$ cat src/rtl/imm_gen_pipe.sv
// imm_gen_pipe: registered RV32I/RV64I immediate generator for the decode stage.
// Decodes the immediate, format and legality of each accepted instruction into a
// 2-entry FIFO; the head entry drives the outputs. Counts accepted illegal opcodes.
module imm_gen_pipe #(
   parameter int unsigned XLEN  = 32,
   parameter int unsigned CNT_W = 16
) (
   input  logic             iCLK,
   input  logic             iRST,
   input  logic             iValid,
   output logic             oReady,
   input  logic [31:0]      iInstrucao,
   input  logic             iFlush,
   output logic             oValid,
   input  logic             iReady,
   output logic [XLEN-1:0]  oImm,
   output logic [2:0]       oFmt,
   output logic             oIllegal,
   output logic [CNT_W-1:0] oIllegalCount
);

   localparam logic [6:0] OpcLoad     = 7'b0000011;
   localparam logic [6:0] OpcMiscMem  = 7'b0001111;
   localparam logic [6:0] OpcOpImm    = 7'b0010011;
   localparam logic [6:0] OpcAuipc    = 7'b0010111;
   localparam logic [6:0] OpcOpImm32  = 7'b0011011;
   localparam logic [6:0] OpcStore    = 7'b0100011;
   localparam logic [6:0] OpcOp       = 7'b0110011;
   localparam logic [6:0] OpcLui      = 7'b0110111;
   localparam logic [6:0] OpcOp32     = 7'b0111011;
   localparam logic [6:0] OpcBranch   = 7'b1100011;
   localparam logic [6:0] OpcJalr     = 7'b1100111;
   localparam logic [6:0] OpcJal      = 7'b1101111;
   localparam logic [6:0] OpcSystem   = 7'b1110011;

   localparam logic [2:0] FmtNone = 3'd0;
   localparam logic [2:0] FmtI    = 3'd1;
   localparam logic [2:0] FmtS    = 3'd2;
   localparam logic [2:0] FmtB    = 3'd3;
   localparam logic [2:0] FmtU    = 3'd4;
   localparam logic [2:0] FmtJ    = 3'd5;
   localparam logic [2:0] FmtZ    = 3'd6;

   localparam bit Rv64 = (XLEN == 64);

   typedef struct packed {
      logic [XLEN-1:0] imm;
      logic [2:0]      fmt;
      logic            ill;
   } entry_t;

   logic [6:0] opcode;
   logic [2:0] funct3;
   entry_t     dec;

   entry_t          ent0_q, ent0_d, ent1_q, ent1_d;
   logic [1:0]      occ_q, occ_d;
   logic [CNT_W-1:0] cnt_q, cnt_d;
   logic            accept, pop;

   assign opcode = iInstrucao[6:0];
   assign funct3 = iInstrucao[14:12];

   // Combinational decode of the incoming instruction word.
   always_comb begin
      dec.imm = '0;
      dec.fmt = FmtNone;
      dec.ill = 1'b0;
      case (opcode)
         OpcLoad, OpcOpImm, OpcJalr: begin
            dec.fmt = FmtI;
            dec.imm = XLEN'($signed(iInstrucao[31:20]));
         end
         OpcOpImm32: begin
            if (Rv64) begin
               dec.fmt = FmtI;
               dec.imm = XLEN'($signed(iInstrucao[31:20]));
            end else begin
               dec.ill = 1'b1;
            end
         end
         OpcStore: begin
            dec.fmt = FmtS;
            dec.imm = XLEN'($signed({iInstrucao[31:25], iInstrucao[11:7]}));
         end
         OpcBranch: begin
            dec.fmt = FmtB;
            dec.imm = XLEN'($signed({iInstrucao[31], iInstrucao[7], iInstrucao[30:25],
                                     iInstrucao[11:8], 1'b0}));
         end
         OpcLui, OpcAuipc: begin
            dec.fmt = FmtU;
            dec.imm = XLEN'($signed({iInstrucao[31:12], 12'b0}));
         end
         OpcJal: begin
            dec.fmt = FmtJ;
            dec.imm = XLEN'($signed({iInstrucao[31], iInstrucao[19:12], iInstrucao[20],
                                     iInstrucao[30:21], 1'b0}));
         end
         OpcSystem: begin
            if (funct3[2]) begin
               dec.fmt = FmtZ;
               dec.imm = XLEN'(iInstrucao[19:15]);
            end else if (funct3 != 3'b000) begin
               dec.fmt = FmtI;
               dec.imm = XLEN'($signed(iInstrucao[31:20]));
            end
         end
         OpcOp, OpcMiscMem: ;
         OpcOp32: dec.ill = !Rv64;
         default: dec.ill = 1'b1;
      endcase
   end

   // oReady comes from registered occupancy only, never from iReady.
   assign oReady   = (occ_q != 2'd2) && !iRST;
   assign oValid   = (occ_q != 2'd0);
   assign oImm     = ent0_q.imm;
   assign oFmt     = ent0_q.fmt;
   assign oIllegal = ent0_q.ill;
   assign oIllegalCount = cnt_q;

   assign accept = iValid && oReady;
   assign pop    = oValid && iReady;

   // FIFO next state; flush wins over push/pop and leaves stale data masked by oValid.
   always_comb begin
      ent0_d = ent0_q;
      ent1_d = ent1_q;
      occ_d  = occ_q;
      if (iFlush) begin
         occ_d = 2'd0;
      end else begin
         case ({accept, pop})
            2'b10: begin
               if (occ_q == 2'd0) ent0_d = dec;
               else               ent1_d = dec;
               occ_d = occ_q + 2'd1;
            end
            2'b01: begin
               ent0_d = ent1_q;
               occ_d  = occ_q - 2'd1;
            end
            // Accept implies occupancy below 2, pop implies non-empty: occupancy is 1.
            2'b11: ent0_d = dec;
            default: ;
         endcase
      end
   end

   // Saturating illegal-instruction counter; flushed instructions are not counted.
   always_comb begin
      cnt_d = cnt_q;
      if (accept && dec.ill && !iFlush && (cnt_q != {CNT_W{1'b1}})) begin
         cnt_d = cnt_q + 1'b1;
      end
   end

   // State registers with synchronous reset.
   always_ff @(posedge iCLK) begin
      if (iRST) begin
         ent0_q <= '0;
         ent1_q <= '0;
         occ_q  <= 2'd0;
         cnt_q  <= '0;
      end else begin
         ent0_q <= ent0_d;
         ent1_q <= ent1_d;
         occ_q  <= occ_d;
         cnt_q  <= cnt_d;
      end
   end

endmodule

$ cat config.mk
export PLATFORM = sky130hd
export DESIGN_NAME = imm_gen_pipe
export DESIGN_NICKNAME = d
export VERILOG_FILES = /design/src/rtl/imm_gen_pipe.sv
export SDC_FILE = /design/constraint.sdc
export NUM_CORES = 1
export LEC_CHECK = 0
export BUFFER_PORTS_ARGS = -buffer_cell sky130_fd_sc_hd__buf_2
export CORE_MARGIN = 2
export CORE_UTILIZATION = 54
export DETAILED_ROUTE_END_ITERATION = 8
export PLACE_DENSITY = 0.79
export SYNTH_ARGS = -nofsm -noshare
export SYNTH_HDL_FRONTEND = slang
export SYNTH_SLANG_ARGS = --single-unit
$ cat constraint.sdc
create_clock -name iCLK -period 3.25 [get_ports iCLK]
set_clock_uncertainty 0.1 [all_clocks]
set_input_delay 0.1625 -clock iCLK [delete_from_list [all_inputs] [get_ports iCLK]]
set_output_delay 0.1625 -clock iCLK [all_outputs]
set_load 0.02 [all_outputs]
==> metrics list, run 1 <==
- STA classifies the critical path endpoint as a register.
* Worst min path class: in2reg
- Minimum period implied by the final worst setup slack: 2.67 ns
* Via count normalized by instance count: 6.15
- Post-detailed-placement half-perimeter wirelength: 7.78 mm
- The worst register-to-register path has a depth of 11.
- Floorplan die height: 91.9 µm
* Pre-Repair DR Iteration Count: 5
- WHS Endpoint: ent1_q[24]
* Warnings, synthesis: 0
* Number of clock sinks: 90
- By startpoint and endpoint, the worst setup path is classified as in2reg.
- PD cells: 442 nW/µm²
- CTS Buf Count: 9
- Number of inserted filler cells in the final layout: 639
- After clock tree synthesis, the clock-pin slew on the worst setup and hold paths is 0.09 ns.
* Number of synthesized flops with an enable pin: 0
- Count of different cell masters after synthesis: 53
* CTS HTree Levels: 3
- Min-Delay Path Depth: 3
* Critical-path cell list: dlygate4sd3_1, buf_2, or4b_1, or3_1, nor4b_1, mux2_2
- Cell type of the slowest stage on the worst timing path: sky130_fd_sc_hd__or3_1
- Critical Path Max Stage Delay: 0.67 ns
- Number of storage elements in the synthesis netlist: 90
- Die span in x: 91.9 µm
- Number of standard-cell rows in the floorplan: 32
- # nets final: 644
* Final Hold Slack: 0.0220 ns
- Routed wire length: 11.9 mm
- Maximum capacitance violations: 0
- The startpoint identified for the worst register-to-register timing path is occ_q[1].
- The worst setup path is launched from an input port.
- Async set-reset flop share out of synthesis: 0%
* IR drop worst, VDD: 0.000362 V
- Entering global routing, the biggest net connects 58 pins.
- The via count of the first global-routing pass came to 4095.
* Area enclosed by the die boundary: 8440 µm²
- Syn Std Cell Area: 4170 µm²
- Primary flip-flop cell chosen by synthesis mapping: sky130_fd_sc_hd__dfxtp_1
- For the worst-skew pair, the clock arrives at the later sink with an insertion delay of 0.36 ns.
* Fraction of layout cells with a size suffix above 1: 21.4%
* Routed length per instance: 16.8 µm
* Antenna violations before repair: 0
* Relative area change from synthesis to final layout: 22.9%
- The hold violation count in the final report was 0.
* Overall via count from detail_route: 4361
- Global route total overflow: 0
- Each instance of the synthesized netlist takes up on average 8.21 µm².
* Kind of cell adding the most delay to the critical path: simple AND/OR/NAND/NOR gates
- Number of pins with negative max-slew slack in the final report: 0
- Relative max-transition margin: 37.1%
- Signal arrival time at the worst endpoint: 2.82 ns
* Share of the cycle needed by the critical path after routing: 82.2%
- Crit path buffers/inverters: 2
- Residual antenna-violating net count after detailed routing: 0
- Cells fill 67.4% of the core in the end.
- Number of instances in the synthesized netlist: 508
- Slew at the pin with the worst max-slew slack: 0.941 ns
- The design draws 2.27 mW.
- The worst register-to-register path ends at oImm[0].
- The repair_antennas step left the layout with diodes totalling 0.
* Post-Synthesis Net Count: 549
* Starting Density: 54.8%
* Clock Root Buffer: sky130_fd_sc_hd__clkbuf_8
* Fin Setup TNS: 0 ns
- Wire length of the first global-routing pass: 19.6 mm
* Status: completed
* Gpl congestion: 0.860
* Required time of the worst setup path: 3.40 ns
- In this run the worst path has a maximum fanout of 29.
- The first routing iteration left 472 violations.
* CTS tree: yes
- Setup violations remaining at the end of the flow were counted as 0.
- Static timing analysis puts the maximum clock frequency at 374 MHz.
- The setup check on the worst reg-to-reg path leaves a slack of 0.59 ns.
* Detailed-route DRC error count: 0
- Deepest clock path buffer count: 2
* Total Routing Usage GR: 28.5%
- Summing the sequential cell areas from Yosys gives 43.2% of the chip area.
* Port Buffer Count: 90
- In this run the most critical hold path is launched from iInstrucao[20].
* Unrepaired setup endpoints after global routing: no
- During I/O placement, the number of pins put on the boundary was 91.
* Leakage dissipation: 2.06 nW
- The core region is 7610 µm².
-- layout make-up --
class | instances | area (µm²) | share of cell area [%]
Timing Repair Buffer | 125 | 761 | 14.8
Sequential cell | 90 | 1800 | 35.1
Clock buffer | 10 | 138 | 2.68
Multi-Input combinational cell | 365 | 2170 | 42.3
Clock inverter | 5 | 86.3 | 1.68
Inverter | 12 | 45.0 | 0.879
Tap cell | 102 | 128 | 2.49
-- synth_stat cells, types with 8 or more instances --
| cell type | instances | area share (%) |
|---|---|---|
| sky130_fd_sc_hd__dfxtp_1 | 90 | 43 |
| sky130_fd_sc_hd__o21ai_0 | 60 | 7.2 |
| sky130_fd_sc_hd__nand2_1 | 54 | 4.9 |
| sky130_fd_sc_hd__a21oi_1 | 44 | 5.3 |
| sky130_fd_sc_hd__clkbuf_1 | 37 | 3.3 |
| sky130_fd_sc_hd__nor2_1 | 22 | 2.0 |
| sky130_fd_sc_hd__or3_1 | 17 | 2.5 |
| sky130_fd_sc_hd__a221oi_1 | 16 | 3.4 |
| sky130_fd_sc_hd__nor3_1 | 16 | 1.9 |
| sky130_fd_sc_hd__nand3_1 | 14 | 1.7 |
| sky130_fd_sc_hd__inv_1 | 12 | 1.1 |
| sky130_fd_sc_hd__a211oi_1 | 10 | 1.8 |
| sky130_fd_sc_hd__a22o_1 | 10 | 2.1 |
| sky130_fd_sc_hd__nand4_1 | 8 | 1.2 |
-- worst max path at each step --
stage | cells past startpoint | startpoint | slack, ns | endpoint
2_1_floorplan | 12 | iRST | 0.52 | oImm[19]
3_3_place_gp | 5 | occ_q[0] | 0.70 | oIllegalCount[5]
3_5_place_dp | 5 | occ_q[0] | 0.63 | oIllegalCount[5]
4_1_cts | 6 | iFlush | 0.59 | oIllegalCount[5]
5_1_grt | 9 | occ_q[0] | 0.37 | oImm[16]
6_report | 6 | iFlush | 0.58 | oIllegalCount[5]
-- routing by layer --
layer	up-vias	global-route usage, %	wire (µm)
li1	2077	-	-
met1	2094	37.3	5160
met2	174	46.5	5740
met3	16	5.92	850
met4	0	10.6	151
met5	-	0	0
-- through the flow --
step	worst slack [ns]	cell area, µm²	instances
after floorplan	0.517	4170	508
after global placement	0.699	4710	675
after detailed placement	0.631	4710	675
after CTS	0.589	5130	709
after global routing	0.370	5130	709
final	0.577	5130	709
-- flip-flops by register name (all words and copies together), names as in the netlist --
| register | cells |
|---|---|
| ent1_q | 36 |
| oIllegal | 1 |
| oFmt | 3 |
| occ_q | 2 |
| oIllegalCount | 16 |
| oImm | 32 |
-- worst min-delay path, cell delays in order --
cell and delay (ns):
sky130_fd_sc_hd__buf_2 0.13, sky130_fd_sc_hd__nand2_1 0.08, sky130_fd_sc_hd__a21oi_1 0.06
-- placed cells by master (no fill, tap or decap), types with 2 or more instances in the layout --
cell | Yosys | layout
sky130_fd_sc_hd__dfxtp_1 | 90 | 90
sky130_fd_sc_hd__buf_2 | 3 | 90
sky130_fd_sc_hd__o21ai_0 | 60 | 60
sky130_fd_sc_hd__nand2_1 | 54 | 54
sky130_fd_sc_hd__a21oi_1 | 44 | 44
sky130_fd_sc_hd__nor2_1 | 22 | 22
sky130_fd_sc_hd__dlygate4sd3_1 | 0 | 19
sky130_fd_sc_hd__or3_1 | 17 | 17
sky130_fd_sc_hd__nor3_1 | 16 | 16
sky130_fd_sc_hd__a221oi_1 | 16 | 16
sky130_fd_sc_hd__buf_4 | 0 | 16
sky130_fd_sc_hd__nand3_1 | 14 | 14
sky130_fd_sc_hd__inv_1 | 12 | 12
sky130_fd_sc_hd__a22o_1 | 10 | 10
sky130_fd_sc_hd__a211oi_1 | 10 | 10
sky130_fd_sc_hd__clkbuf_8 | 0 | 10
sky130_fd_sc_hd__nand4_1 | 8 | 8
sky130_fd_sc_hd__and2_1 | 7 | 7
sky130_fd_sc_hd__o41ai_1 | 7 | 7
sky130_fd_sc_hd__or4_1 | 7 | 7
sky130_fd_sc_hd__o311ai_0 | 6 | 6
sky130_fd_sc_hd__o31ai_1 | 6 | 6
sky130_fd_sc_hd__and3_1 | 5 | 5
sky130_fd_sc_hd__nor2b_1 | 4 | 4
sky130_fd_sc_hd__nand2b_1 | 4 | 4
sky130_fd_sc_hd__a41oi_1 | 4 | 4
sky130_fd_sc_hd__ha_1 | 4 | 4
sky130_fd_sc_hd__or2_2 | 3 | 3
sky130_fd_sc_hd__nor4_1 | 3 | 3
sky130_fd_sc_hd__a31oi_1 | 3 | 3
sky130_fd_sc_hd__a22oi_1 | 3 | 3
sky130_fd_sc_hd__mux2_2 | 3 | 3
sky130_fd_sc_hd__and3b_1 | 2 | 2
sky130_fd_sc_hd__o31a_1 | 2 | 2
sky130_fd_sc_hd__xor2_1 | 2 | 2
sky130_fd_sc_hd__clkinv_4 | 0 | 2
sky130_fd_sc_hd__bufinv_16 | 0 | 2
-- repair_timing --
action                                  CTS  global route
setup buffers                             0             0
gates resized for setup                   0             0
endpoints found under the hold margin    32             0
endpoints found under the setup margin    0             0
hold buffers                             19             0
-- cell families (layout without fill, tap and decap cells) --
| logic type | Yosys count | after routing | synth area share [%] |
|---|---|---|---|
| buf+inv | 53 | 152 | 4.86 |
| flops | 90 | 90 | 43.2 |
| mux | 3 | 3 | 0.810 |
| compound gates | 182 | 182 | 28.0 |
| xor+xnor | 3 | 3 | 0.630 |
| simple gates | 173 | 173 | 21.3 |
| fa+ha+maj | 4 | 4 | 1.20 |
-- report_power, final --
group | switching [mW] | internal, mW | total, mW
clock | 0.406 | 0.456 | 0.862
sequential | 0.0156 | 1.13 | 1.14
combinational | 0.163 | 0.0971 | 0.260
Power figures use the tool's default switching activity.
==> run 2, diff against run 1 <==
==> constraint.sdc (replaced) <==
create_clock -name iCLK -period 2.7 [get_ports iCLK]
set_clock_uncertainty 0.1 [all_clocks]
set_input_delay 0.135 -clock iCLK [delete_from_list [all_inputs] [get_ports iCLK]]
set_output_delay 0.135 -clock iCLK [all_outputs]
set_load 0.02 [all_outputs]
==> run 2 against run 1 <==
Clock power grew 24%. Via count grew 1.9%. Non-clock buffer count grew 5. Clock-buffer cell count shrank 1. Critical path depth grew 4. Wire length grew 0.57%. Register-to-register slack lost 0.30 ns. Combinational power grew 21%. Global-route usage grew 0.10 points. Largest cell class unchanged. Highest routed layer unchanged.
==> metrics list, run 2 (synthesis gave the netlist of run 1 again) <==
* Signal arrival time at the worst endpoint: 2.53 ns (was 2.82 ns)
- Maximum capacitance violations: 0 (unchanged)
- Global route total overflow: 0 (unchanged)
- The wire length of the first global-routing pass came to 19.7 mm (was 19.6 mm).
- Fin Setup TNS: 0 ns (unchanged)
- The largest fanout on the critical path was 8 (was 29).
- Design Area, Final: 5180 µm² (was 5130 µm²)
- The number of buffers and inverters on the critical path was 1 (was 2).
- The peak ir drop on the vdd network is 0.000474 V (was 0.000362 V).
* Total Routing Usage GR: 28.6% (was 28.5%)
- Final cell utilization of the core: 68.1% (was 67.4%)
- CP dominant cell by count: sky130_fd_sc_hd__nand2_1
* Number of inserted filler cells in the final layout: 635 (was 639)
- The post-route antenna net violation count came to 0 (unchanged).
- CTS tree: yes (unchanged)
* Floorplan die height: 91.9 µm (unchanged)
- The critical path class is reg2reg (was in2reg).
- The number of antenna repair diodes came to 0 (unchanged).
- Count of cells resized by post-cts repair: 0 (unchanged)
- Post-route non-filler standard cell count: 715 (was 709)
- Type of element launching the critical path: register (was input port)
- Pin count of the biggest net entering global routing: 58 (unchanged)
* Flip-flop count of the largest register after layout: 36 (unchanged)
* Leakage dissipation: 2.08 nW (was 2.06 nW)
- The maximum clock insertion buffer count was 2 (unchanged).
- CORE AREA: 7610 µm² (unchanged)
- Worst min path class: in2reg (unchanged)
- The number of primary I/O pins is 91 (unchanged).
- The die outline area was 8440 µm² (unchanged).
- The chip width is 91.9 µm (unchanged).
- Critical Path Max Stage Delay: 0.56 ns (was 0.67 ns)
- The critical path endpoint category was a register (unchanged).
- Unrepaired setup endpoints after global routing: no (unchanged)
* DRC marker count from the first detailed-route iteration: 445 (was 472)
- The required time at the endpoint of the critical path was 2.82 ns (was 3.40 ns).
- Gpl congestion: 0.840 (was 0.860)
- The post-detailed-route via-to-cell ratio is 6.22 (was 6.15).
- The buffers inserted during post-CTS setup optimization is 0 (unchanged).
- The total setup violations reported at the end of the flow is 0 (unchanged).
* CTS HTree Levels: 3 (unchanged)
- CTS Hold Bufs: 20 (was 19)
* Post-detailed-placement half-perimeter wirelength: 7.90 mm (was 7.78 mm)
* Detailed-route DRC error count: 0 (unchanged)
* Antenna violations before repair: 0 (unchanged)
- Fraction of layout cells with a size suffix above 1: 22.2% (was 21.4%)
- Minimum period implied by the final worst setup slack: 2.41 ns
- The worst slew margin relative to its limit came to 56.3% (was 37.1%).
- After layout, the worst path uses 89.1% of the clock period.
- Status: completed (unchanged).
- The cell count after placement is 679 (was 675).
- Routed length per instance: 16.7 µm (was 16.8 µm)
- Number of clock sinks: 90 (unchanged)
- Slew at the pin with the worst max-slew slack: 0.652 ns (was 0.941 ns)
* Max Freq: 416 MHz
- The number of max-slew violations in the final report was 0 (unchanged).
- The via count of the first global-routing pass came to 4189 (was 4095).
- Clock transition at the registers of the reported paths: 0.10 ns (was 0.09 ns)
* Relative area change from synthesis to final layout: 24.1% (was 22.9%)
- # nets final: 649 (was 644)
- Port Buffer Count: 90 (unchanged)
- Most frequent cells in the layout: sky130_fd_sc_hd__dfxtp_1, sky130_fd_sc_hd__buf_2, sky130_fd_sc_hd__o21ai_0, sky130_fd_sc_hd__nand2_1, sky130_fd_sc_hd__a21oi_1 (unchanged)
- The hold violation count in the final report is 0 (unchanged).
- Overall via count from detail_route: 4445 (was 4361)
- The wire length reported by the detailed router came to 12.0 mm (was 11.9 mm).
* Pre-Repair DR Iteration Count: 5 (unchanged)
- Final Hold Slack: 0.0622 ns (was 0.0220 ns)
- PD cells: 534 nW/µm² (was 442 nW/µm²)
- The standard cell area after detailed placement was 4750 µm² (was 4710 µm²).
- The clock latency reported for the late side of the worst-skew pair came to 0.36 ns (about the same).
- The root buffer cell is sky130_fd_sc_hd__clkbuf_8 (unchanged).
* Number of standard-cell rows in the floorplan: 32 (unchanged)
- Kind of cell adding the most delay to the critical path: simple AND/OR/NAND/NOR gates (unchanged)
- The register with the most flip-flops was ent1_q (unchanged).
- Critical-path cell list: nor2b_1, nor2_1, nand2_1, inv_1, ha_1, o21ai_0, and2_1, nand2_1, nor3_2, a211oi_1 (was dlygate4sd3_1, buf_2, or4b_1, or3_1, nor4b_1, mux2_2)
- Cell type of the slowest stage on the worst timing path: sky130_fd_sc_hd__nor3_2 (was sky130_fd_sc_hd__or3_1)
- The starting density of the core is 54.8% (unchanged).
- CTS Buf Count: 9 (unchanged)
run 2: cell types whose count changed in the layout (fill, tap and decap cells not counted), sizes merged:
| cell | change |
|---|---|
| clkinv | -2 |
| inv | +3 |
| buf | +4 |
| clkbuf | -1 |
| clkinvlp | +1 |
| dlygate4sd3 | +1 |
run 2: stage by stage:
stage / setup slack [ns] / power [mW]
2_1_floorplan: 0.0827 / 1.58
3_3_place_gp: 0.390 / 1.69
3_5_place_dp: 0.322 / 1.70
4_1_cts: 0.307 / 2.78
5_1_grt: 0.121 / 2.86
6_report: 0.295 / 2.76
run 2: final cells by class:
type | instances | area (µm²) | share of cell area (%)
clock buffers | 9 | 124 | 2.39
clock inverters | 7 | 108 | 2.08
inverters | 12 | 45.0 | 0.870
multi-input cells | 365 | 2170 | 41.9
flip-flops and latches | 90 | 1800 | 34.8
well taps | 102 | 128 | 2.46
repair buffers | 130 | 801 | 15.5
run 2: metal layers:
metal / up-vias / wire length (µm) / GRT usage [%]
met4: 0 / 208 / 10.1
met5: - / 0 / 0
li1: 2093 / - / -
met1: 2129 / 5080 / 36.7
met3: 25 / 846 / 5.42
met2: 198 / 5830 / 48.2
run 2: path summary, 6_finish.rpt:
path	start	slack (ns)	cells after the start	endpoint
worst min register to register	ent1_q[1]	0.37	2	ent1_q[1]
worst min-delay path	iInstrucao[7]	0.06	3	ent1_q[15]
worst max register to register	occ_q[1]	0.29	10	oImm[19]
worst max-delay path	occ_q[1]	0.29	10	oImm[19]
run 2: power breakdown:
| group | leakage [nW] | internal, mW | switching [mW] |
|---|---|---|---|
| Sequential | 0.729 | 1.36 | 0.0197 |
| Combinational | 1.24 | 0.120 | 0.195 |
| Clock | 0.114 | 0.541 | 0.529 |
| Total | 2.08 | 2.02 | 0.744 |
run 2: worst register-to-register path, cell delays in order, from the launching register on:
cell	delay, ns
sky130_fd_sc_hd__dfxtp_1	0.39
sky130_fd_sc_hd__nor2b_1	0.17
sky130_fd_sc_hd__nor2_1	0.07
sky130_fd_sc_hd__nand2_1	0.11
sky130_fd_sc_hd__inv_1	0.05
sky130_fd_sc_hd__ha_1	0.16
sky130_fd_sc_hd__o21ai_0	0.14
sky130_fd_sc_hd__and2_1	0.23
sky130_fd_sc_hd__nand2_1	0.09
sky130_fd_sc_hd__nor3_2	0.56
sky130_fd_sc_hd__a211oi_1	0.18
==> run 3, diff against run 2 <==
--- a/config.mk
+++ b/config.mk
@@ -7,9 +7,10 @@
 export LEC_CHECK = 0
 export BUFFER_PORTS_ARGS = -buffer_cell sky130_fd_sc_hd__buf_2
 export CORE_MARGIN = 2
-export CORE_UTILIZATION = 54
+export CORE_UTILIZATION = 49
 export DETAILED_ROUTE_END_ITERATION = 8
-export PLACE_DENSITY = 0.79
+export PLACE_DENSITY = 0.76
 export SYNTH_ARGS = -nofsm -noshare
 export SYNTH_HDL_FRONTEND = slang
 export SYNTH_SLANG_ARGS = --single-unit
+export TNS_END_PERCENT = 30
==> constraint.sdc (replaced) <==
create_clock -name iCLK -period 2.15 [get_ports iCLK]
set_clock_uncertainty 0.1 [all_clocks]
set_input_delay 0.1075 -clock iCLK [delete_from_list [all_inputs] [get_ports iCLK]]
set_output_delay 0.1075 -clock iCLK [all_outputs]
set_load 0.02 [all_outputs]
==> run 3 against run 2 <==
Register-to-register slack worse by 0.44 ns. Sequential share of layout area down 2.4 points. Fmax up 4.7%. Sequential power up 25%. The run now ends with negative setup slack left.
==> metrics list, run 3 (synthesis gave the netlist of run 1 again) <==
- Residual antenna-violating net count after detailed routing: 0 (unchanged)
* Deepest clock path buffer count: 2 (unchanged)
* Routed wire length: 12.7 mm (was 12.0 mm)
- The clock-pin slew of the registers on the worst-case setup and hold paths was 0.09 ns (was 0.10 ns).
- The utilization after layout is 67.8% (was 68.1%).
- The via count of the first global-routing pass was 4210 (was 4189).
* Unrepaired setup endpoints after global routing: yes (was no)
* Pin count of the biggest net entering global routing: 58 (unchanged)
- Cell type of the slowest stage on the worst timing path: sky130_fd_sc_hd__or4b_1 (was sky130_fd_sc_hd__nor3_2)
* Starting Density: 50.8% (was 54.8%)
- Post-detailed-placement half-perimeter wirelength: 8.32 mm (was 7.90 mm)
* Gpl congestion: 0.972 (was 0.840)
- The number of antenna violations at the first check in global routing came to 0 (unchanged).
* Pre-Repair DR Iteration Count: 5 (unchanged)
- Kind of cell adding the most delay to the critical path: simple AND/OR/NAND/NOR gates (unchanged)
- The areal power density over the cells is 610 nW/µm² (was 534 nW/µm²).
* Status: finished, violations left (was completed)
- The clock latency reported for the late side of the worst-skew pair is 0.36 ns (about the same).
- The final non-filler cell area came to 5570 µm² (was 5180 µm²).
- Port Buffer Count: 90 (unchanged)
- Area enclosed by the die boundary: 9270 µm² (was 8440 µm²)
- Setup WS post-layout: -0.146 ns (was 0.295 ns)
- The root buffer cell is sky130_fd_sc_hd__clkbuf_8 (unchanged).
- Routed length per instance: 17.1 µm (was 16.7 µm)
- Flip-flop count of the largest register after layout: 36 (unchanged)
- Fraction of layout cells with a size suffix above 1: 29.3% (was 22.2%)
- # nets final: 677 (was 649)
* Leakage dissipation: 2.23 nW (was 2.08 nW)
* Count of antenna diodes in the layout: 0 (unchanged)
* Number of clock sinks: 90 (unchanged)
* Switch share: 27.9% (was 26.9%)
- The path category of the worst min-delay check is in2reg (unchanged).
- The post-placement setup slack came to -0.502 ns (was 0.322 ns).
* Share of the cycle needed by the critical path after routing: 107% (was 89.1%)
- Violations in the final reports: negative setup slack
- Most frequent cells in the layout: sky130_fd_sc_hd__buf_2, sky130_fd_sc_hd__dfxtp_1, sky130_fd_sc_hd__o21ai_0, sky130_fd_sc_hd__nand2_1, sky130_fd_sc_hd__a21oi_1 (was sky130_fd_sc_hd__dfxtp_1, sky130_fd_sc_hd__buf_2, sky130_fd_sc_hd__o21ai_0, sky130_fd_sc_hd__nand2_1, sky130_fd_sc_hd__a21oi_1).
- The portion of total power attributed to sequential cells was 50.9% (was 49.9%).
- The number of clock buffers inserted by TritonCTS came to 9 (unchanged).
- The achievable frequency was 435 MHz (was 416 MHz).
- The number of H-tree branching levels came to 3 (unchanged).
- The peak ir drop on the vdd network is 0.000437 V (was 0.000474 V).
- The max capacitance violation total was 0 (unchanged).
- Overall via count from detail_route: 4590 (was 4445)
* Global route total overflow: 0 (unchanged)
- The vertical extent of the die came to 96.3 µm (was 91.9 µm).
- Critical path class: reg2reg (unchanged)
- The hold violation count in the final report is 0 (unchanged).
- Share of power burned in combinational logic: 13.6% (was 11.4%)
- Post-route non-filler standard cell count: 746 (was 715)
- Crit path buffers/inverters: 1 (unchanged)
* Slew at the pin with the worst max-slew slack: 0.653 ns (was 0.652 ns)
- The total net switching power came to 0.949 mW (was 0.744 mW).
- Critical-path cell list: nor2b_4, or4b_1, or3_4, buf_6, nor4_4, mux2_4 (was nor2b_1, nor2_1, nand2_1, inv_1, ha_1, o21ai_0, and2_1, nand2_1, nor3_2, a211oi_1)
* Critical path peak fanout: 6 (was 8)
- The post-detailed-route via-to-cell ratio was 6.15 (was 6.22).
- CTS tree: yes (unchanged)
- The area of the core is 8220 µm² (was 7610 µm²).
- Number of pins with negative max-slew slack in the final report: 0 (unchanged)
- The largest stage delay on the critical path came to 0.46 ns (was 0.56 ns).
* Required time of the worst setup path: 2.30 ns (was 2.82 ns)
* Die span in x: 96.3 µm (was 91.9 µm)
- Count of final setup violators: 9 (was 0)
* Detailed-route DRC error count: 0 (unchanged)
- Total placed cells including tap cells: 703 (was 679)
- The cell row count came to 33 (was 32).
* Endpoint kind of the worst setup timing path: register (unchanged)
* Placed cell area: 4950 µm² (was 4750 µm²)
* Count of boundary I/O pins: 91 (unchanged)
- The number of DRC markers in iteration 0 was 241 (was 445).
- The global-route usage over all layers came to 27.4% (was 28.6%).
- The final critical delay including setup and external delays is 2.30 ns (was 2.41 ns).
- The worst slew margin relative to its limit came to 56.5% (was 56.3%).
- Type of element launching the critical path: register (unchanged)
* Internal power consumption: 2.45 mW (was 2.02 mW)
- Wire length of the first global-routing pass: 19.9 mm (was 19.7 mm)
- The clock group share of total power is 35.5% (was 38.7%).
* Most common cell after layout, fill and taps aside: sky130_fd_sc_hd__buf_2
- Biggest register: ent1_q (unchanged)
* Signal arrival time at the worst endpoint: 2.44 ns (was 2.53 ns)
* Relative area change from synthesis to final layout: 33.5% (was 24.1%)
* Fin Setup TNS: -0.699 ns (was 0 ns)
==> run 3: cell count changes in the layout (fill, tap and decap cells not counted), sizes merged <==
cell,delta
inv,-2
clkbuf,+1
clkinv,+1
bufinv,-1
clkinvlp,+1
buf,+28
==> run 3: path summary, 6_finish.rpt <==
| check | startpoint | endpoint | slack, ns | cells after the start |
|---|---|---|---|---|
| setup reg to reg | occ_q[1] | oIllegalCount[8] | -0.15 | 6 |
| hold / removal | iInstrucao[7] | ent1_q[15] | 0.03 | 3 |
| hold reg to reg | oFmt[1] | oFmt[1] | 0.37 | 2 |
| setup / recovery | occ_q[1] | oIllegalCount[8] | -0.15 | 6 |
==> run 3: metrics by stage <==
stage / hold slack [ns] / power, mW
after global routing: 0.0188 / 3.53
final: 0.0320 / 3.40
after global placement: 0.269 / 2.15
after floorplan: 0.0767 / 1.99
after CTS: 0.0133 / 3.38
after detailed placement: 0.276 / 2.16
==> run 3: repair_timing <==
action / CTS / global route
pin swaps: 5 / 5
cloned: 1 / 1
hold buffers: 20 / 0
endpoints found under the setup margin: 47 / 75
endpoints found under the hold margin: 53 / 0
buffers inserted: 3 / 2
resized for setup: 20 / 23
==> run 3: power groups by stage <==
stage	registers, mW	logic, mW	clock network (mW)
floorplan	1.81	0.182	0
global placement	1.77	0.385	0
detailed placement	1.77	0.393	0
CTS	1.73	0.442	1.21
global route	1.73	0.497	1.29
finish	1.73	0.462	1.21
==> run 3: layer usage <==
layer | vias up | track usage [%] | share of wire (%)
met5 | - | 0 | 0
met4 | 0 | 8.33 | 1.5
met3 | 20 | 5.87 | 6.2
met2 | 188 | 46.0 | 50
met1 | 2220 | 35.3 | 43
li1 | 2162 | - | -
==> run 3: final cells by class <==
class                      count  area (µm²)
clock inverter                 6        73.8
timing repair buffer         158        1060
inverter                      12        45.0
sequential                    90        1800
fill                         661        2650
clock buffer                  10         128
multi-input combinational    365        2320
tap                          105         131
==> run 3: tightest hold or removal path: stages <==
cell	delay [ns]
sky130_fd_sc_hd__buf_2	0.10
sky130_fd_sc_hd__a311oi_1	0.12
sky130_fd_sc_hd__a21oi_1	0.13
